<file path="src/rtl/traffic_lights_pkg.sv">
// Shared types for the traffic_lights controller, its command master and benches.
package traffic_lights_pkg;

  localparam int unsigned CMD_TYPE_W = 3;
  localparam int unsigned LIST_DEPTH = 5;

  typedef enum logic [CMD_TYPE_W-1:0] {
    CMD_ON           = 3'd0,
    CMD_OFF          = 3'd1,
    CMD_NOTRANSITION = 3'd2,
    CMD_SET_GREEN    = 3'd3,
    CMD_SET_RED      = 3'd4,
    CMD_SET_YELLOW   = 3'd5
  } cmd_type_t;

  typedef enum logic [1:0] {
    OP_PROGRAM = 2'd0,
    OP_ON      = 2'd1,
    OP_OFF     = 2'd2,
    OP_BLINK   = 2'd3
  } req_op_t;

  typedef enum logic [1:0] {
    ST_IDLE,
    ST_ISSUE,
    ST_GAP
  } cmd_state_t;

endpackage

</file>
<file path="src/rtl/traffic_lights_cmd_master_if.sv">
// Request handshake and controller command bus of traffic_lights_cmd_master.
interface traffic_lights_cmd_master_if #(
  parameter int unsigned TIME_W = 16
);
  import traffic_lights_pkg::*;

  logic                  req_valid_i;
  logic                  req_ready_o;
  logic [1:0]            req_op_i;
  logic [TIME_W-1:0]     req_green_i;
  logic [TIME_W-1:0]     req_red_i;
  logic [TIME_W-1:0]     req_yellow_i;
  logic [CMD_TYPE_W-1:0] cmd_type_o;
  logic                  cmd_valid_o;
  logic [TIME_W-1:0]     cmd_data_o;
  logic                  busy_o;

  modport master (
    input  req_valid_i, req_op_i, req_green_i, req_red_i, req_yellow_i,
    output req_ready_o, cmd_type_o, cmd_valid_o, cmd_data_o, busy_o
  );

  modport slave (
    output req_valid_i, req_op_i, req_green_i, req_red_i, req_yellow_i,
    input  req_ready_o, cmd_type_o, cmd_valid_o, cmd_data_o, busy_o
  );

endinterface

</file>
<file path="src/rtl/traffic_lights_cmd_master.sv">
// Expands one high-level request into an ordered, gap-spaced traffic_lights command sequence.
// Optional `TL_CMD_SKIP_UNCHANGED_EN: omit SET_* commands whose value matches the last one sent.
module traffic_lights_cmd_master
  import traffic_lights_pkg::*;
#(
  parameter int unsigned CMD_GAP = 1,
  parameter int unsigned TIME_W  = 16
) (
  input  logic                               clk_i,
  input  logic                               srst_i,
  traffic_lights_cmd_master_if.master        bus
);

  localparam int unsigned GAP_W = (CMD_GAP > 1) ? $clog2(CMD_GAP + 1) : 1;

  typedef logic [TIME_W-1:0] time_t;

  function automatic time_t clamp(input time_t t);
    return (t == '0) ? time_t'(1) : t;
  endfunction

  cmd_state_t       state_q, state_d;
  cmd_type_t        type_q [LIST_DEPTH];
  cmd_type_t        type_d [LIST_DEPTH];
  time_t            data_q [LIST_DEPTH];
  time_t            data_d [LIST_DEPTH];
  logic [2:0]       idx_q, idx_d, last_q, last_d, k;
  logic [GAP_W-1:0] gap_q, gap_d;
  time_t            g_cl, r_cl, y_cl;
  logic             send_g, send_r, send_y;

  logic             cmd_valid_q;
  cmd_type_t        cmd_type_q;
  time_t            cmd_data_q;
  logic             busy_q;
  logic             ready_q;

  assign g_cl = clamp(bus.req_green_i);
  assign r_cl = clamp(bus.req_red_i);
  assign y_cl = clamp(bus.req_yellow_i);

`ifdef TL_CMD_SKIP_UNCHANGED_EN
  time_t shadow_g_q, shadow_r_q, shadow_y_q;

  assign send_g = (g_cl != shadow_g_q);
  assign send_r = (r_cl != shadow_r_q);
  assign send_y = (y_cl != shadow_y_q);

  // Shadows track what the controller has actually been told, so update on the issuing edge.
  always_ff @(posedge clk_i) begin
    if (srst_i) begin
      shadow_g_q <= '0;
      shadow_r_q <= '0;
      shadow_y_q <= '0;
    end else if (state_d == ST_ISSUE) begin
      case (type_d[idx_d])
        CMD_SET_GREEN:  shadow_g_q <= data_d[idx_d];
        CMD_SET_RED:    shadow_r_q <= data_d[idx_d];
        CMD_SET_YELLOW: shadow_y_q <= data_d[idx_d];
        default:        ;
      endcase
    end
  end
`else
  assign send_g = 1'b1;
  assign send_r = 1'b1;
  assign send_y = 1'b1;
`endif

  always_comb begin
    state_d = state_q;
    type_d  = type_q;
    data_d  = data_q;
    idx_d   = idx_q;
    last_d  = last_q;
    gap_d   = gap_q;
    k       = '0;
    unique case (state_q)
      ST_IDLE: begin
        if (bus.req_valid_i && ready_q) begin
          unique case (req_op_t'(bus.req_op_i))
            OP_PROGRAM: begin
              type_d[k] = CMD_NOTRANSITION; data_d[k] = '0; k = k + 3'd1;
              if (send_g) begin type_d[k] = CMD_SET_GREEN;  data_d[k] = g_cl; k = k + 3'd1; end
              if (send_r) begin type_d[k] = CMD_SET_RED;    data_d[k] = r_cl; k = k + 3'd1; end
              if (send_y) begin type_d[k] = CMD_SET_YELLOW; data_d[k] = y_cl; k = k + 3'd1; end
              type_d[k] = CMD_ON; data_d[k] = '0; k = k + 3'd1;
            end
            OP_ON:    begin type_d[0] = CMD_ON;           data_d[0] = '0; k = 3'd1; end
            OP_OFF:   begin type_d[0] = CMD_OFF;          data_d[0] = '0; k = 3'd1; end
            OP_BLINK: begin type_d[0] = CMD_NOTRANSITION; data_d[0] = '0; k = 3'd1; end
          endcase
          last_d  = k - 3'd1;
          idx_d   = '0;
          state_d = ST_ISSUE;
        end
      end
      ST_ISSUE: begin
        if (idx_q == last_q) begin
          state_d = ST_IDLE;
        end else begin
          idx_d = idx_q + 3'd1;
          if (CMD_GAP != 0) begin
            state_d = ST_GAP;
            gap_d   = GAP_W'(CMD_GAP - 1);
          end
        end
      end
      ST_GAP: begin
        if (gap_q == '0) state_d = ST_ISSUE;
        else             gap_d   = gap_q - GAP_W'(1);
      end
      default: state_d = ST_IDLE;
    endcase
  end

  // List storage needs no reset: it is always rewritten before it is read.
  always_ff @(posedge clk_i) begin
    type_q <= type_d;
    data_q <= data_d;
  end

  // Outputs are registered from next-state so the first pulse follows the handshake by one cycle.
  always_ff @(posedge clk_i) begin
    if (srst_i) begin
      state_q     <= ST_IDLE;
      idx_q       <= '0;
      last_q      <= '0;
      gap_q       <= '0;
      cmd_valid_q <= 1'b0;
      cmd_type_q  <= CMD_ON;
      cmd_data_q  <= '0;
      busy_q      <= 1'b0;
      ready_q     <= 1'b1;
    end else begin
      state_q     <= state_d;
      idx_q       <= idx_d;
      last_q      <= last_d;
      gap_q       <= gap_d;
      cmd_valid_q <= (state_d == ST_ISSUE);
      cmd_type_q  <= (state_d == ST_ISSUE) ? type_d[idx_d] : CMD_ON;
      cmd_data_q  <= (state_d == ST_ISSUE) ? data_d[idx_d] : '0;
      busy_q      <= (state_d != ST_IDLE);
      ready_q     <= (state_d == ST_IDLE);
    end
  end

  assign bus.cmd_valid_o = cmd_valid_q;
  assign bus.cmd_type_o  = cmd_type_q;
  assign bus.cmd_data_o  = cmd_data_q;
  assign bus.busy_o      = busy_q;
  assign bus.req_ready_o = ready_q;

endmodule

</file>
<file path="src/flat_wrapper.sv">
// flat-port wrapper written by rule: the top's interface ports become plain ports
module traffic_lights_cmd_master_flat import traffic_lights_pkg::*;
#(
  parameter int unsigned CMD_GAP = 1,
  parameter int unsigned TIME_W  = 16
)
  (clk_i, srst_i, bus_req_valid_i, bus_req_op_i, bus_req_green_i, bus_req_red_i, bus_req_yellow_i, bus_req_ready_o, bus_cmd_type_o, bus_cmd_valid_o, bus_cmd_data_o, bus_busy_o);
  traffic_lights_cmd_master_if #(.TIME_W(TIME_W)) bus_i ();
  input  logic clk_i;
  input  logic srst_i;
  input wire logic [$bits(bus_i.req_valid_i)-1:0] bus_req_valid_i;
  input wire logic [$bits(bus_i.req_op_i)-1:0] bus_req_op_i;
  input wire logic [$bits(bus_i.req_green_i)-1:0] bus_req_green_i;
  input wire logic [$bits(bus_i.req_red_i)-1:0] bus_req_red_i;
  input wire logic [$bits(bus_i.req_yellow_i)-1:0] bus_req_yellow_i;
  output wire logic [$bits(bus_i.req_ready_o)-1:0] bus_req_ready_o;
  output wire logic [$bits(bus_i.cmd_type_o)-1:0] bus_cmd_type_o;
  output wire logic [$bits(bus_i.cmd_valid_o)-1:0] bus_cmd_valid_o;
  output wire logic [$bits(bus_i.cmd_data_o)-1:0] bus_cmd_data_o;
  output wire logic [$bits(bus_i.busy_o)-1:0] bus_busy_o;
  assign bus_i.req_valid_i = bus_req_valid_i;
  assign bus_i.req_op_i = bus_req_op_i;
  assign bus_i.req_green_i = bus_req_green_i;
  assign bus_i.req_red_i = bus_req_red_i;
  assign bus_i.req_yellow_i = bus_req_yellow_i;
  assign bus_req_ready_o = bus_i.req_ready_o;
  assign bus_cmd_type_o = bus_i.cmd_type_o;
  assign bus_cmd_valid_o = bus_i.cmd_valid_o;
  assign bus_cmd_data_o = bus_i.cmd_data_o;
  assign bus_busy_o = bus_i.busy_o;
  traffic_lights_cmd_master #(.CMD_GAP(CMD_GAP), .TIME_W(TIME_W)) u_core (.clk_i(clk_i), .srst_i(srst_i), .bus(bus_i));
endmodule
</file>
<file path="config.mk">
export PLATFORM = sky130hd
export DESIGN_NAME = traffic_lights_cmd_master_flat
export DESIGN_NICKNAME = d
export VERILOG_FILES = /design/src/rtl/traffic_lights_pkg.sv /design/src/rtl/traffic_lights_cmd_master_if.sv /design/src/rtl/traffic_lights_cmd_master.sv /design/src/flat_wrapper.sv
export SDC_FILE = /design/constraint.sdc
export NUM_CORES = 1
export LEC_CHECK = 0
export ABC_CLOCK_PERIOD_IN_PS = 5700
export CAP_MARGIN = 20
export CORE_ASPECT_RATIO = 2
export CORE_MARGIN = 2
export CORE_UTILIZATION = 45
export CTS_BUF_LIST = sky130_fd_sc_hd__clkbuf_8
export DETAILED_ROUTE_END_ITERATION = 12
export GPL_TIMING_DRIVEN = 0
export MAX_ROUTING_LAYER = met4
export PLACE_DENSITY = 0.77
export RECOVER_POWER = 25
export REMOVE_ABC_BUFFERS = 1
export SLEW_MARGIN = 10
export SYNTH_ARGS = -nofsm -noshare
export SYNTH_HDL_FRONTEND = slang
export SYNTH_SLANG_ARGS = --single-unit
</file>
<file path="constraint.sdc">
create_clock -name clk_i -period 5.7 [get_ports clk_i]
set_clock_uncertainty 0.05 [all_clocks]
set_input_delay 1.14 -clock clk_i [delete_from_list [all_inputs] [get_ports clk_i]]
set_output_delay 1.14 -clock clk_i [all_outputs]
set_load 0.05 [all_outputs]
</file>
Yosys cells after proc, flatten, opt, wreduce, memory -nomap -nowiden
Index checks and enable logic that the tools add are counted.
{"block": "totals", "wordCells": 142, "out_inout_bits": 22, "input_bits": 53, "reg_bits": 126}
{"block": "classes", "bitwise_logic": 15, "n_lt_le_gt_ge": 7, "muxes": 71, "n_eq_ne": 8, "n_addsub": 6, "reduce_logical": 16}
{"op": "80-bit two-way mux", "n": 8}
{"op": "16-bit two-way mux", "n": 11}
{"op": "80-bit bitwise mux", "n": 2}
{"op": "16-bit demux with 3-bit select", "n": 3}
{"op": "15-bit two-way mux", "n": 8}
{"op": "80-bit bitwise AND", "n": 1}
{"op": "80-bit inverter", "n": 1}
{"op": "64-bit two-way mux", "n": 1}
{"op": "3-bit two-way mux", "n": 21}
{"op": "16-bit binary-select mux with 3-bit select", "n": 1}
{"op": "16-bit logical NOT", "n": 3}
{"op": "16-bit case mux with 2 select lines", "n": 1}
{"op": "3-bit demux with 3-bit select", "n": 3}
{"op": "4-bit greater-or-equal comparator, second input constant", "n": 4}
{"op": "3-bit inverter with 4-bit output", "n": 4}
{"op": "15-bit bitwise AND", "n": 1}
{"op": "15-bit inverter", "n": 1}
{"op": "3-bit by 1-bit adder with 3-bit output, second input constant", "n": 4}
{"op": "4-bit by 1-bit less-than comparator with 1-bit output, second input constant", "n": 3}
{"op": "12-bit two-way mux", "n": 1}
{"op": "3-bit case mux with 2 select lines", "n": 2}
{"op": "3-bit case mux with 4 select lines", "n": 1}
{"op": "10-bit bitwise AND", "n": 1}
{"op": "10-bit inverter", "n": 1}
{"op": "22 further kinds", "n": 36}

Logic depth before layout (Yosys ltp)
Gate-level depths: netlist (run 1).
{"block": "depth", "depth_word": 25, "mapped_depth": 9, "mapped_depth_nobuf": 7}

Worst setup path before layout (run 1)
Ideal clock, no wire load.
{"block": "synth_timing", "kind": "input-to-reg", "start": "input bus_req_op_i[0]", "end": "register u_core.cmd_type_q[0], in the netlist u_core.bus.cmd_type_o[0]", "slack_ns": 3.164, "path_stages": 7, "setup_time_ns": 0.082, "n_path_buf": 0, "arrival_time_ns": 2.404, "required_ns": 5.568, "path_cell_list": "inv_1 ha_1 inv_1 nor2_2 o32ai_1 a2111o_1 o221ai_1"}
{"block": "synth_via", "elab_chain_len": 7, "word_cells_on_any_way": 11, "classes_between": "eq/ne (3); mux (7); reduce/logical (1)"}
{"element": "start: declaration", "line": "flat_wrapper.sv:12", "source": "input wire logic [$bits(bus_i.req_op_i)-1:0] bus_req_op_i;"}
{"element": "2-bit == test (tied with other cells)", "line": "traffic_lights_cmd_master.sv:81", "source": "unique case (req_op_t'(bus.req_op_i))"}
{"element": "3-bit case mux with 4 select lines or 12-bit two-way mux (tied branches)", "line": "traffic_lights_cmd_master.sv:81"}
{"element": "15-bit two-way mux *", "line": "traffic_lights_cmd_master.sv:80", "source": "if (bus.req_valid_i && ready_q) begin"}
{"element": "15-bit two-way mux *", "line": "traffic_lights_cmd_master.sv:78", "source": "unique case (state_q)"}
{"element": "3-bit binary-select mux with 3-bit select *", "line": "traffic_lights_cmd_master.sv:141", "source": "cmd_type_q <= (state_d == ST_ISSUE) ? type_d[idx_d] : CMD_ON;"}
{"element": "3-bit two-way mux (implied by the code) * (2 in a row)", "line": "traffic_lights_cmd_master.sv:141"}
{"element": "end signal: assignment", "line": "traffic_lights_cmd_master.sv:141"}
{"element": "end: declaration", "line": "traffic_lights_cmd_master.sv:33", "source": "cmd_type_t cmd_type_q;"}
Mark *: on every way between the ends. The rest lies on a longest branch, timed or not. The select of a mux whose other input is x is not followed.
A chain may end at the register's enable or synchronous reset.

Worst setup path after layout (run 1)
{"block": "layout_timing", "start": "input bus_req_valid_i", "end": "register u_core.cmd_type_q[0], in the netlist u_core.bus.cmd_type_o[0]"}
{"block": "layout_via", "elab_chain_len": 7, "word_cells_on_any_way": 14, "classes_between": "eq/ne (1); mux (9); bitwise (2); reduce/logical (2)"}
{"element": "start: declaration", "line": "flat_wrapper.sv:11", "source": "input wire logic [$bits(bus_i.req_valid_i)-1:0] bus_req_valid_i;"}
{"element": "1-bit logical AND *", "line": "traffic_lights_cmd_master.sv:80"}
{"element": "3-bit two-way mux", "line": "traffic_lights_cmd_master.sv:80"}
{"element": "3-bit case mux with 2 select lines", "line": "traffic_lights_cmd_master.sv:78"}
{"element": "3-bit inverter with 4-bit output (implied by the code)", "line": "traffic_lights_cmd_master.sv:141"}
{"element": "3-bit binary-select mux with 3-bit select", "line": "traffic_lights_cmd_master.sv:141"}
{"element": "3-bit two-way mux (implied by the code) (2 in a row)", "line": "traffic_lights_cmd_master.sv:141"}
Marks and branches as above.

==> out/qor.csv, run 1 <==
stage,metric,value,unit
run_status,outcome,"finished, violations left",
run_status,violations,"max-capacitance violations, max-slew violations",
yosys,yosysWarnings,0,
sta,fin_crit_sh,0.844,
sta,slew_headroom,-0.00283,
power,comb_power_share,0.127,
critical_path,crit_type,input pin to flip-flop,
place,gp_congestion,0.896,
yosys,synth-seq-area-share,0.500,
yosys,async_flop_share,0,
route,wl,13000,um
place,hpwl,8910,um
yosys,syn_area,0.00492,mm2
min_path,holdCritPathClass,flip-flop to flip-flop,
yosys,ys_top_cells_by_area,"dfxtp_1 (50%), nand2_1 (6.6%), mux2i_1 (3.7%), and2_1 (3.4%), and4_1 (3.0%)",
clock_tree,insertion_delay,0.43,ns
route,via_per_inst,5.79,
cells_and_area,syn2layout_area_growth,23.6,%
route,antenna_left,0,
route,detail_route.wl_per_cell,18.2,um
cells_and_area,fill_cells,969,
sta,layout_min_cycle_time,4.81,ns
global_routing,grt_max_degree,65,
global_routing,antenna_found_initial,0,
clock_tree,htree_levels,4,
route,drc,0,
clock_tree,cts_tree,built,
clock_tree,cts_hold_buf,0,
power,p_int,1490,uW
die,pin_count,75,
cells_and_area,final_nets,616,
min_path,holdPathStages,2,
power,sequentialPowerShare,0.499,
yosys,synth_top_area_frac,0.500,
clock_tree,post-cts-setup-buffers,0,
critical_path,reg2reg_depth,5,
critical_path,startpoint_type,input pin,
global_routing,grt_util_all_layers,0.230,
die,fp.dieH,152,um
critical_path,cp.required,5.98,ns
die,core_area,0.0108,mm2
power,power-per-cell-area,325,mW/mm2
sta,hold_ws,0.388,ns
sta,setup-violations-final,0,
power,p_clk_frac,0.373,
sta,hold_viol_final,0,
die,start_util,0.456,
place,portBuffers,74,
yosys,syn_area_per_cell,9.89,um2
critical_path,arrival,5.09,ns
sta,tns,0,ns
yosys,syn_inst,498,
route,vias,4115,
critical_path,cp_max_fo,35,
yosys,synth_common_cells,"dfxtp_1 (123), nand2_1 (86), and2_1 (27)",
yosys,synth_cell_types,56,
clock_tree,clkTransAtPathRegs,0.07,ns
sta,slew_violations,1,
yosys,yosysMostFrequentCell,dfxtp_1,
clock_tree,cts_made_buffers,17,
global_routing,grt_pass1_vias,4253,
sta,fmax,208,MHz
route,drt_iter0_drc,269,
sta,tightest_slew,1.49,ns
route,dr.pass1.iters,5,
die,rows,54,
power,switching_share,0.247,
die,die_w,78.0,um
run,cap_violations,2,
yosys,synthFlopType,dfxtp_1,
sta,rsz0062_at_grt,no,
yosys,synth_edf_count,0,
cells_and_area,drive_gt1_frac,0.109,
power,leakagePower,0.00258,uW
yosys,yosysTopAreaCell,dfxtp_1,
cells_and_area,n_antenna_cell,0,
critical_path,cp-end-kind,flip-flop,
global_routing,grt_pass1_wl,20600,um
clock_tree,cts_root_buf,clkbuf_8,
clock_tree,cts_resized,0,
yosys,ys_seq_elements,123,
power,power_switching,489,uW
clock_tree,numClockSinks,123,
global_routing,grt_overflow,0,
clock_tree,clock_path_buffers,2,
power,peakVddDrop,0.173,mV
die,die_area,0.0118,mm2
layout make-up:
| cell class | instances | area, um2 | share of cell area |
|---|---|---|---|
| Sequential cell | 123 | 2460 | 0.405 |
| Multi-Input combinational cell | 315 | 2180 | 0.358 |
| Timing Repair Buffer | 78 | 806 | 0.132 |
| Clock buffer | 17 | 234 | 0.0384 |
| Tap cell | 140 | 175 | 0.0288 |
| Clock inverter | 14 | 140 | 0.0230 |
| Inverter | 24 | 90.1 | 0.0148 |
logic make-up after synthesis:
family	synth area share
buffers and inverters	0.0564
XOR/XNOR	0.00330
adder cells (fa/ha/maj)	0.0102
flip-flops	0.500
multiplexers	0.0755
AND/OR/NAND/NOR	0.207
AO/OA/AOI/OAI	0.148
through the flow:
stage,area (um2),total power (uW),worst slack [ns],cells,util
finish,6090,1980,0.889,711,0.563
global route,6090,2060,0.696,711,0.563
CTS,6120,1990,1.51,711,0.566
detailed placement,5750,1260,1.06,680,0.532
global placement,5650,1240,-0.574,676,0.523
floorplan,4740,1150,1.20,462,-
layer usage:
layer	global-route usage	wire length [um]
met1	0.232	4860
met2	0.385	6620
met3	0.0641	770
met4	0.144	702
met5	-	0
layout by cell type (no fill, tap or decap), types with 2 or more instances in the layout:
cell type / count
a211oi_1: 5
a21oi_1: 6
a31oi_1: 2
a32oi_1: 12
and2_0: 17
and2_1: 10
and4_1: 17
buf_6: 2
bufinv_16: 3
clkbuf_8: 17
clkdlybuf4s50_1: 60
clkinv_2: 7
dfxtp_1: 123
dlygate4sd3_1: 14
ha_1: 4
inv_1: 27
mux2_2: 8
mux2_4: 6
mux2i_1: 18
nand2_1: 86
nand2b_1: 7
nand3_1: 15
nand4_1: 8
nor2_1: 5
nor3_1: 3
nor4_1: 11
o2111ai_1: 14
o21ai_0: 14
o21ai_1: 3
o221ai_1: 12
o221ai_2: 6
registers in the layout, summed over array words and instances, names as in the netlist:
register / flops
u_core.bus.cmd_valid_o: 1
u_core.data_q: 80
u_core.type_q: 15
u_core.last_q: 1
u_core.idx_q: 3
u_core.state_q: 2
u_core.bus.cmd_type_o: 3
u_core.bus.busy_o: 1
u_core.bus.cmd_data_o: 16
u_core.bus.req_ready_o: 1
final timing paths:
| path | end | startpoint | slack (ns) |
|---|---|---|---|
| worst max-delay path | u_core.bus.cmd_type_o[0]$_SDFF_PP0_ | bus_req_valid_i | 0.89 |
| worst min-delay path | u_core.data_q[1]$_DFF_P_ | u_core.data_q[1]$_DFF_P_ | 0.39 |
| worst max register to register | u_core.bus.cmd_type_o[0]$_SDFF_PP0_ | u_core.state_q[0]$_SDFF_PP0_ | 1.67 |
| worst min register to register | u_core.data_q[1]$_DFF_P_ | u_core.data_q[1]$_DFF_P_ | 0.39 |
critical path, stage by stage:
cell and delay, ns:
clkdlybuf4s50_1 0.53, nand4bb_1 1.13, nor2_2 1.40, o32ai_1 0.25, a2111o_1 0.52, o221ai_1 0.10
power groups by stage:
stage                     registers (uW)  clock network [uW]  logic, uW
after floorplan                     1000                   0        145
after global placement              1000                   0        238
after detailed placement            1000                   0        251
after CTS                            986                 748        253
after global routing                 994                 790        272
final                                987                 737        252
No activity file was read; power rests on OpenSTA's default activity.
==> run 2: changes to the inputs <==
--- a/config.mk
+++ b/config.mk
@@ -5,7 +5,7 @@
 export SDC_FILE = /design/constraint.sdc
 export NUM_CORES = 1
 export LEC_CHECK = 0
-export ABC_CLOCK_PERIOD_IN_PS = 5700
+export ABC_CLOCK_PERIOD_IN_PS = 4500
 export CAP_MARGIN = 20
 export CORE_ASPECT_RATIO = 2
 export CORE_MARGIN = 2
==> constraint.sdc (replaced) <==
create_clock -name clk_i -period 4.5 [get_ports clk_i]
set_clock_uncertainty 0.05 [all_clocks]
set_input_delay 0.9 -clock clk_i [delete_from_list [all_inputs] [get_ports clk_i]]
set_output_delay 0.9 -clock clk_i [all_outputs]
set_load 0.05 [all_outputs]
==> run 2 against run 1 <==
Sequential power rose by 27%. Final area barely moved. Sequential cell count did not move. Critical path type unchanged. Register-to-register slack got worse by 0.76 ns. Utilization barely moved. The flow finishes with violations (max-capacitance violations). Largest cell class unchanged. Clock power rose by 27%. Global-route usage did not move. Final cell count did not move. Total power rose by 27%. Sequential share of layout area barely moved. Non-clock buffer count did not move. Routed wire length rose by 0.17%.
==> out/qor.csv, run 2 (synthesis results as in run 1) <==
stage,metric,value,unit,change
critical_path,startpoint,bus_req_valid_i,,
cells_and_area,final_core_util,0.563,,about the same
sta,hold_ws,0.388,ns,+0.0000140 ns
power,p_total,2500,uW,+27%
cells_and_area,largest_reg_flops,80,,unchanged
clock_tree,clock_path_buffers,2,,unchanged
global_routing,antenna_found_initial,0,,unchanged
sta,hold_viol_final,0,,unchanged
die,fp.dieH,152,um,unchanged
power,p_int,1880,uW,+27%
power,switching_share,0.247,,about the same
critical_path,cp-end-kind,flip-flop,,
sta,slew_headroom,0.0190,,+0.0218
route,detail_route.wl_per_cell,18.2,um,+0.17%
sta,slew_violations,0,,-1
cells_and_area,top_register,u_core.data_q,,
critical_path,reg2reg_from,u_core.idx_q[0]$_SDFF_PP0_,,
route,via_per_inst,5.77,,-0.22%
sta,fmax,253,MHz,
critical_path,r2r_end,u_core.bus.cmd_data_o[7]$_SDFF_PP0_,,
route,antenna_left,0,,unchanged
cells_and_area,layout_commonest_cell,dfxtp_1,,
place,portBuffers,74,,unchanged
global_routing,grt_pass1_vias,4253,,unchanged
min_path,holdPathStages,2,,unchanged
cells_and_area,syn2layout_area_growth,23.7,%,about the same
global_routing,grt_max_degree,65,,unchanged
power,p_clk_frac,0.373,,about the same
sta,tightest_slew,1.46,ns,-0.0324 ns
route,vias,4106,,-0.22%
place,hpwl,8910,um,unchanged
run_status,violations,max-capacitance violations,,
die,die_area,0.0118,mm2,unchanged
run_status,outcome,"finished, violations left",,
clock_tree,cts_root_buf,clkbuf_8,,
cells_and_area,mostFrequentLayoutCells,"dfxtp_1 (123), nand2_1 (86), clkdlybuf4s50_1 (60)",,
sta,layout_min_cycle_time,3.96,ns,
clock_tree,insertion_delay,0.43,ns,about the same
critical_path,reg2reg_depth,6,,+1
die,pin_count,75,,unchanged
route,wl,13000,um,+0.17%
place,detailedPlace.worstSlack,0.101,ns,-0.960 ns
cells_and_area,n_antenna_cell,0,,unchanged
clock_tree,cts_tree,built,,
cells_and_area,final_nets,616,,unchanged
clock_tree,htree_levels,4,,unchanged
critical_path,cp_max_fo,35,,unchanged
global_routing,grt_overflow,0,,unchanged
power,power-per-cell-area,411,mW/mm2,+27%
sta,rsz0062_at_grt,no,,
clock_tree,cts_made_buffers,17,,unchanged
route,drt_iter0_drc,291,,+8.2%
route,dr.pass1.iters,5,,unchanged
power,leakagePower,0.00258,uW,about the same
critical_path,arrival,4.24,ns,-0.85 ns
critical_path,startpoint_type,input pin,,
clock_tree,cts_hold_buf,0,,unchanged
cells_and_area,drive_gt1_frac,0.110,,+0.00175
place,gp_congestion,0.896,,unchanged
power,sequentialPowerShare,0.499,,about the same
die,core_area,0.0108,mm2,unchanged
sta,setup_ws,0.543,ns,-0.346 ns
die,rows,54,,unchanged
sta,fin_crit_sh,0.879,,
critical_path,setup.worst_path.end,u_core.bus.cmd_type_o[0]$_SDFF_PP0_,,
clock_tree,clkTransAtPathRegs,0.07,ns,about the same
critical_path,cp.required,4.78,ns,-1.20 ns
critical_path,crit_type,input pin to flip-flop,,
sta,setup-violations-final,0,,unchanged
die,die_w,78.0,um,unchanged
min_path,holdCritPathClass,flip-flop to flip-flop,,
route,drc,0,,unchanged
clock_tree,numClockSinks,123,,unchanged
global_routing,grt_pass1_wl,20600,um,unchanged
die,start_util,0.456,,unchanged
power,peakVddDrop,0.219,mV,+27%
global_routing,grt_util_all_layers,0.230,,unchanged
run,cap_violations,1,,-1
place,placed_cell_area,0.00575,mm2,unchanged
clock_tree,post-cts-setup-buffers,0,,unchanged
cells_and_area,fin_area,0.00609,mm2,about the same
critical_path,r2r_slack,0.91,ns,-0.76 ns
power,power_switching,618,uW,+27%
power,comb_power_share,0.127,,about the same
clock_tree,cts_resized,0,,unchanged
## run 2: cell count changes in the layout (fill, tap and decap cells not counted)
cell / before / now
nand4bb_1: 1 / 0
nand4bb_2: 0 / 1
## run 2: layout make-up
| cell class | instances | area (um2) |
|---|---|---|
| multi-input cells | 315 | 2180 |
| flip-flops and latches | 123 | 2460 |
| fillers | 968 | 4720 |
| repair buffers | 78 | 806 |
| clock inverters | 14 | 140 |
| well taps | 140 | 175 |
| clock buffers | 17 | 234 |
| inverters | 24 | 90.1 |
## run 2: worst max-delay path, stage by stage
cell             delay [ns]
clkdlybuf4s50_1        0.54
nand4bb_2              0.74
nor2_2                 1.17
o32ai_1                0.25
a2111o_1               0.52
o221ai_1               0.10
## run 2: how the worst min path moves through the flow
stage | start | end | slack [ns]
finish | u_core.data_q[1]$_DFF_P_ | u_core.data_q[1]$_DFF_P_ | 0.39
global route | u_core.data_q[3]$_DFF_P_ | u_core.data_q[3]$_DFF_P_ | 0.40
CTS | u_core.data_q[1]$_DFF_P_ | u_core.data_q[1]$_DFF_P_ | 0.39
detailed placement | u_core.data_q[1]$_DFF_P_ | u_core.data_q[1]$_DFF_P_ | 0.37
global placement | u_core.type_q[2]$_DFF_P_ | u_core.type_q[2]$_DFF_P_ | 0.36
floorplan | u_core.data_q[1]$_DFF_P_ | u_core.data_q[1]$_DFF_P_ | 0.35
## run 2: power groups by stage
| stage | clock network [uW] | registers, uW | logic [uW] |
|---|---|---|---|
| 3_5_place_dp | 0 | 1270 | 318 |
| 6_report | 934 | 1250 | 319 |
| 4_1_cts | 947 | 1250 | 320 |
| 3_3_place_gp | 0 | 1270 | 301 |
| 2_1_floorplan | 0 | 1270 | 183 |
| 5_1_grt | 1000 | 1260 | 345 |
## run 2: per-layer routing
layer	vias up	global-route usage	wire, um	share of wire
met4	0	0.144	740	0.057
met2	168	0.385	6610	0.51
li1	1914	-	-	-
met1	1976	0.232	4880	0.38
met5	-	-	0	0
met3	48	0.0641	740	0.057
## run 2: stage by stage
stage | instances | setup TNS, ns
finish | 711 | 0
global route | 711 | 0
CTS | 711 | 0
detailed placement | 680 | 0
global placement | 676 | -92.85
floorplan | 462 | 0
==> run 3: changes to the inputs <==
--- a/config.mk
+++ b/config.mk
@@ -5,16 +5,17 @@
 export SDC_FILE = /design/constraint.sdc
 export NUM_CORES = 1
 export LEC_CHECK = 0
+export ABC_AREA = 0
 export ABC_CLOCK_PERIOD_IN_PS = 4500
 export CAP_MARGIN = 20
 export CORE_ASPECT_RATIO = 2
 export CORE_MARGIN = 2
-export CORE_UTILIZATION = 45
+export CORE_UTILIZATION = 56
 export CTS_BUF_LIST = sky130_fd_sc_hd__clkbuf_8
 export DETAILED_ROUTE_END_ITERATION = 12
 export GPL_TIMING_DRIVEN = 0
 export MAX_ROUTING_LAYER = met4
-export PLACE_DENSITY = 0.77
+export PLACE_DENSITY = 0.91
 export RECOVER_POWER = 25
 export REMOVE_ABC_BUFFERS = 1
 export SLEW_MARGIN = 10
==> run 3 against run 2 <==
The flow finishes with violations (max-capacitance violations, max-slew violations). Final area fell by 0.68%. First-iteration DRC count rose by 15%. Sequential cell count unchanged. Hold slack worse by 0.0043 ns. Non-clock buffer count grew 1. Die area decreased by 19%. Total power is 0.71% lower.
==> out/qor.csv, run 3 (synthesis results as in run 1) <==
stage,metric,value,unit,change
power,peakVddDrop,0.265,mV,+21%
clock_tree,insertion_delay,0.44,ns,about the same
cells_and_area,mostFrequentLayoutCells,"dfxtp_1 (123), nand2_1 (86), clkdlybuf4s50_1 (59)",,
die,rows,48,,-11%
clock_tree,cts_root_buf,clkbuf_8,,
power,power-per-cell-area,411,mW/mm2,about the same
global_routing,antenna_found_initial,0,,unchanged
sta,tightest_slew,1.52,ns,+0.0548 ns
clock_tree,clock_path_buffers,2,,unchanged
global_routing,grt_pass1_wl,21000,um,+1.8%
global_routing,grt_max_degree,65,,unchanged
cells_and_area,top_register,u_core.data_q,,
cells_and_area,largest_reg_flops,80,,unchanged
critical_path,crit_type,input pin to flip-flop,,
route,vias,4267,,+3.9%
place,gp_congestion,0.913,,+1.9%
clock_tree,clkTransAtPathRegs,0.07,ns,about the same
sta,setup-violations-final,0,,unchanged
place,portBuffers,74,,unchanged
cells_and_area,drive_gt1_frac,0.110,,-0.000193
clock_tree,cts_hold_buf,0,,unchanged
die,core_area,0.00859,mm2,-21%
power,leakagePower,0.00258,uW,about the same
route,antenna_left,0,,unchanged
critical_path,cpPeakStageDelay,1.20,ns,+0.03 ns
die,start_util,0.573,,+0.118
cells_and_area,final_nets,617,,+0.16%
route,detail_route.wl_per_cell,19.8,um,+8.4%
place,hpwl,8980,um,+0.71%
route,via_per_inst,6.35,,+10%
critical_path,crit_path_cell_trace,"dlygate4sd3_1, a21oi_1, o21a_1, nor3_1, nand3_2, o221ai_1",,
die,die_area,0.00961,mm2,-19%
sta,slew_violations,9,,+9
die,pin_count,75,,unchanged
global_routing,grt_pass1_vias,4322,,+1.6%
global_routing,grt_overflow,0,,unchanged
critical_path,startpoint_type,input pin,,
die,fp.dieH,137,um,-10%
die,die_w,70.3,um,-9.8%
min_path,holdCritPathClass,flip-flop to flip-flop,,
route,wl,13300,um,+2.5%
sta,fin_crit_sh,0.895,,+0.0157
sta,slew_headroom,-0.0179,,-0.0368
critical_path,cp_max_fo,14,,-60%
clock_tree,cts_tree,built,,
clock_tree,cts_resized,0,,unchanged
sta,rsz0062_at_grt,no,,
route,dr.pass1.iters,6,,+1
run_status,violations,"max-capacitance violations, max-slew violations",,
cells_and_area,fin_area,0.00605,mm2,-0.68%
sta,tns,0,ns,unchanged
clock_tree,numClockSinks,123,,unchanged
route,drc,0,,unchanged
sta,fmax,248,MHz,-1.8%
critical_path,cp-end-kind,flip-flop,,
cells_and_area,layout_commonest_cell,dfxtp_1,,
critical_path,arrival,4.31,ns,+0.07 ns
clock_tree,post-cts-setup-buffers,0,,unchanged
clock_tree,htree_levels,4,,unchanged
critical_path,path_buf_inv,1,,unchanged
sta,hold_viol_final,0,,unchanged
global_routing,grt_util_all_layers,0.294,,+0.0636
run,cap_violations,1,,unchanged
sta,layout_min_cycle_time,4.03,ns,+0.0706 ns
critical_path,cpMaxStageDelayCell,nor3_1,,
route,drt_iter0_drc,334,,+15%
run_status,outcome,"finished, violations left",,
clock_tree,cts_made_buffers,17,,unchanged
cells_and_area,n_antenna_cell,0,,unchanged
place,placed_cell_area,0.00570,mm2,-0.76%
critical_path,cp.required,4.78,ns,about the same
critical_path,critPathTopFamily,simple AND/OR/NAND/NOR gates,,
cells_and_area,syn2layout_area_growth,22.8,%,
## run 3: cell types whose count changed in the layout (fill, tap and decap cells not counted), sizes merged
cell,before,now
clkdlybuf4s50,60,59
clkbuf,17,18
clkinv,8,5
bufinv,3,2
buf,4,5
inv,27,28
clkinvlp,0,2
dlygate4sd3,14,15
## run 3: per-stage QoR
stage          setup slack, ns  cells  hold slack (ns)   util  power, uW
2_1_floorplan            0.236    462            0.355      -       1460
3_3_place_gp             -1.63    636            0.363  0.652       1570
3_5_place_dp             0.148    641            0.370  0.664       1600
4_1_cts                  0.630    672            0.385  0.706       2490
5_1_grt                  0.377    672            0.400  0.704       2580
6_report                 0.472    672            0.384  0.704       2480
## run 3: power by group
part	internal [uW]	switching [uW]
combinational	150	180
sequential	1210	47.3
clock	488	410
total	1850	638
## run 3: path summary, 6_finish.rpt
check,start,endpoint,slack (ns),depth (start not counted)
setup / recovery,bus_req_valid_i,u_core.bus.cmd_data_o[7]$_SDFF_PP0_,0.47,6
hold / removal,u_core.data_q[3]$_DFF_P_,u_core.data_q[3]$_DFF_P_,0.38,2
setup reg to reg,u_core.idx_q[0]$_SDFF_PP0_,u_core.bus.cmd_data_o[7]$_SDFF_PP0_,0.85,6
hold reg to reg,u_core.data_q[3]$_DFF_P_,u_core.data_q[3]$_DFF_P_,0.38,2
## run 3: cell type report
cell class | count | area [um2]
sequential | 123 | 2460
fill | 617 | 2540
clock inverter | 13 | 114
clock buffer | 18 | 248
inverter | 24 | 90.1
multi-input combinational | 315 | 2190
tap | 100 | 125
timing repair buffer | 79 | 817
## run 3: routing by layer
layer  wire (um)  track usage  vias up
met4         841        0.204        0
met5           0            -        -
met1        4640        0.296     2037
met3         991       0.0788       62
li1            -            -     1923
met2        6820        0.488      245
## run 3: worst reg2reg max path: cells and delay by family (launching register included)
family	cells	cell delay (ns)
AND/OR/NAND/NOR	3	2.18
flip-flops	1	0.50
AO/OA/AOI/OAI	1	0.46
adder cells (fa/ha/maj)	1	0.29
buffers and inverters	1	0.08
==> variant 1, RTL diff (settings of run 2) <==
`LIST_DEPTH`: 5 -> 10.
--- a/src/rtl/traffic_lights_pkg.sv
+++ b/src/rtl/traffic_lights_pkg.sv
@@ -3,5 +3,5 @@
 
   localparam int unsigned CMD_TYPE_W = 3;
-  localparam int unsigned LIST_DEPTH = 5;
+  localparam int unsigned LIST_DEPTH = 10;
 
   typedef enum logic [CMD_TYPE_W-1:0] {
Function: same outputs for any inputs over 4 cycles, from zero or initial values and one cycle with srst_i high; that may be too few to reach the edited logic, so the function may still have changed.
==> variant 1 against run 2 <==
Global-route usage decreased by 1.5 points. Die area decreased by 5.2%. Design area decreased by 3.6%. Wire length decreased by 14%. Non-clock buffer count increased by 1. Synthesized cell count decreased by 0.20%. Clock power increased by 4.5%. Total power decreased by 0.46%. Sequential share of layout area increased by 1.5 points. Worst hold slack improved by 8.2 ps. Highest routed layer unchanged. Synthesized area decreased by 5.4%. Sequential cell count unchanged. Worst setup slack improved by 260 ps.
==> variant 1: results (changes against run 2) <==
timing:
  slew_headroom_pct: 30.8  # was 1.90%
detailed_routing:
  first_pass_iters: 4  # was 5
  wl_met3_um: 417  # was 740 µm
  drt_iter0_markers: 207  # was 291
  wl_met2_um: 5950  # was 6610 µm
  vias: 3668  # was 4106
  wl_um: 11200  # was 13000 µm
  wl_met1_um: 4470  # was 4880 µm
setup_path:
  worst_path_max_delay_cell: "and2_2"  # was nor2_2
  crit_fanout: 46  # was 35
  r2r-start: "u_core.bus.req_ready_o"  # was u_core.idx_q[0]
  r2r_end: "u_core.bus.cmd_data_o[0]"  # was u_core.bus.cmd_data_o[7]
  reg2regPathDepth: 8  # was 6
  slowest_delay_ps: 710  # was 1170 ps
outcome:
  outcome: "completed"  # was finished with violations
placed_design:
  dp_slack_ps: 385  # was 101 ps
  hpwl_um: 7820  # was 8910 µm
  gp_congestion: 0.832  # was 0.896
synth:
  synth_compound_area_share_pct: 9.77  # was 14.8%
  seq_area_frac_synth_pct: 52.8  # was 50.0%
  yosys-top-cells-count: "nand2_1 (150), dfxtp_1 (123), and2_1 (25), nor2_1 (20), nor2b_1 (18)"  # was dfxtp_1 (123), nand2_1 (86), and2_1 (27), inv_1 (23), clkbuf_1 (22)
  synthMuxAreaShare_pct: 4.99  # was 7.55%
  yosys-top-cells-area: "dfxtp_1 (53%), nand2_1 (12%), and2_1 (3.4%)"  # was dfxtp_1 (50%), nand2_1 (6.6%), mux2i_1 (3.7%)
power_and_ir_drop:
  power.internal_mw: 1.88  # about the same
  pwr-share-seq_pct: 50.5  # was 49.9%
  clk-power_mw: 0.976  # was 0.934 mW
global_routing:
  grt_pass1_vias: 3769  # was 4253
  grtUsageMet2_pct: 37.8  # was 38.5%
  grt_pass1_wl_um: 18400  # was 20600 µm
  grt_util_all_layers_pct: 21.5  # was 23.0%
  grt_use_met3_pct: 4.70  # was 6.41%
worst_hold_path:
  hold_path_depth: 1  # was 2
  hold_start: "u_core.type_q[24]"  # was u_core.data_q[1]
layout:
  fin_nets: 626  # was 616
==> variant 1: cell types whose count changed after synthesis, moves of 13 or more <==
cell and change:
and4_1 -17, nor2_1 +15, inv_1 -14, o211ai_1 +15, o21ai_0 -13, o2111ai_1 -14
nor2b_1 +18, nand2_1 +64, clkbuf_1 -13
==> variant 1: cells by family after synthesis <==
kind of cell	count (synthesis)
adder cells (fa/ha/maj)	4
flip-flops	123
AND/OR/NAND/NOR	257
multiplexers	22
buffers and inverters	35
XOR/XNOR	2
AO/OA/AOI/OAI	54
==> variant 1: per-stage QoR <==
| stage | instance area, µm² | util (%) | cells | power [mW] | hold slack [ps] |
|---|---|---|---|---|---|
| after floorplan | 4490 | - | 471 | 1.41 | 354 |
| after global placement | 5400 | 53.6 | 680 | 1.52 | 373 |
| after detailed placement | 5480 | 54.4 | 685 | 1.54 | 377 |
| after CTS | 5870 | 58.3 | 716 | 2.50 | 398 |
| after global routing | 5870 | 58.2 | 716 | 2.59 | 417 |
| final | 5870 | 58.2 | 716 | 2.49 | 396 |
==> variant 1: area by class of cell <==
cell class	instances	area, µm²
clock inverters	12	131
flip-flops and latches	123	2460
clock buffers	19	262
inverters	9	33.8
fillers	880	4210
repair buffers	79	801
well taps	135	169
multi-input cells	339	2010
==> variant 1: how the worst max path moves through the flow <==
stage                     depth (start not counted)            start  slack [ps]                  endpoint
after CTS                                         9  bus_req_valid_i         870  u_core.bus.cmd_data_o[0]
after global routing                              9  bus_req_valid_i         580  u_core.bus.cmd_data_o[0]
after global placement                            7  bus_req_valid_i       -3620  u_core.bus.cmd_data_o[3]
after floorplan                                   6  bus_req_valid_i        -640  u_core.bus.cmd_data_o[0]
final                                             9  bus_req_valid_i         800  u_core.bus.cmd_data_o[0]
after detailed placement                          9  bus_req_valid_i         390  u_core.bus.cmd_data_o[0]
==> variant 2, RTL diff (settings of run 2) <==
Made on the original files. The 3 states of `cmd_state_t` get a one-hot encoding in 3 bits.
--- a/src/rtl/traffic_lights_pkg.sv
+++ b/src/rtl/traffic_lights_pkg.sv
@@ -21,8 +21,8 @@
   } req_op_t;
 
-  typedef enum logic [1:0] {
-    ST_IDLE,
-    ST_ISSUE,
-    ST_GAP
+  typedef enum logic [2:0] {
+    ST_IDLE  = 3'b001,
+    ST_ISSUE = 3'b010,
+    ST_GAP   = 3'b100
   } cmd_state_t;
 
Behaviour: no difference found for any inputs over 4 cycles, from zero or initial values and one cycle with srst_i high; so few cycles prove little.
==> variant 2 against run 2 <==
The flow finishes with violations (capacitance limit, slew limit). Wire length shrank 9.3%. Worst setup slack gained 340 ps. Synthesized area shrank 3.2%. Fmax grew 9.3%. Count of clock-buffer cells in the layout grew 5. Design area shrank 0.10%. Sequential cell count grew 1. Total power grew 5.0%. Critical endpoint is now u_core.bus.cmd_data_o[10].
==> variant 2: results (changes against run 2) <==
outcome:
  outcome: "finished with violations"  # unchanged
  failed_checks: "capacitance limit, slew limit"  # was capacitance limit
layout:
  n_all_buffers: 79  # was 78
  clkbuf_count: 22  # was 17
  multi_input_cells: 375  # was 315
  seq_area_share_pct: 40.8  # was 40.4%
  inv_count: 12  # was 24
placed_design:
  place_area_mm2: 0.00565  # was 0.00575 mm²
  post-place-cells: 727  # was 680
setup_path:
  arrival_ps: 3890  # was 4240 ps
  slowest_delay_ps: 1220  # was 1170 ps
power_and_ir_drop:
  clk-power_mw: 1.08  # was 0.934 mW
  power.switching_mw: 0.609  # was 0.618 mW
  ir_drop_uv: 255  # was 219 µV
synth:
  synthXorXnorAreaFrac_pct: 0.367  # was 0.330%
  synth-seq-cells: 124  # was 123
  synth_compound_area_share_pct: 10.5  # was 14.8%
  yosysUniqueCellTypes: 49  # was 56
  yosys-top-cells-area: "dfxtp_1 (52%), nand2_1 (12%), and2_1 (4.9%)"  # was dfxtp_1 (50%), nand2_1 (6.6%), mux2i_1 (3.7%)
global_routing:
  grt_max_degree: 51  # was 65
  grt_pass1_vias: 4026  # was 4253
detailed_routing:
  drt_iter0_markers: 235  # was 291
  wl_um: 11800  # was 13000 µm
timing:
  worst_slew_pin_slew_ps: 1520  # was 1460 ps
  drv_slew: 22  # was 0
job:
  drv_cap: 1  # unchanged
floorplan:
  rows: 53  # was 54
[variant 2: through the flow]
stage	total power [mW]	setup TNS (ps)	util, %	worst slack [ps]
floorplan	1.44	0	-	599
global placement	1.56	-31310	53.1	-1030
detailed placement	1.57	0	54.3	815
CTS	2.64	0	58.6	1230
global route	2.73	0	58.4	649
finish	2.63	0	58.4	880
[variant 2: worst paths after layout]
check / from / to / slack (ps) / cells after the start
worst max-delay path: bus_req_valid_i / u_core.bus.cmd_data_o[10] / 880 / 7
worst min-delay path: u_core.type_q[1] / u_core.type_q[1] / 390 / 2
worst max register to register: u_core.idx_q[0] / u_core.bus.cmd_data_o[4] / 1170 / 8
worst min register to register: u_core.type_q[1] / u_core.type_q[1] / 390 / 2
[variant 2: layer usage]
layer  track usage [%]  vias to the layer above
met5                 -                        -
met4              12.6                        0
met3              4.58                       30
met2              40.0                      107
met1              22.1                     1875
li1                  -                     1961
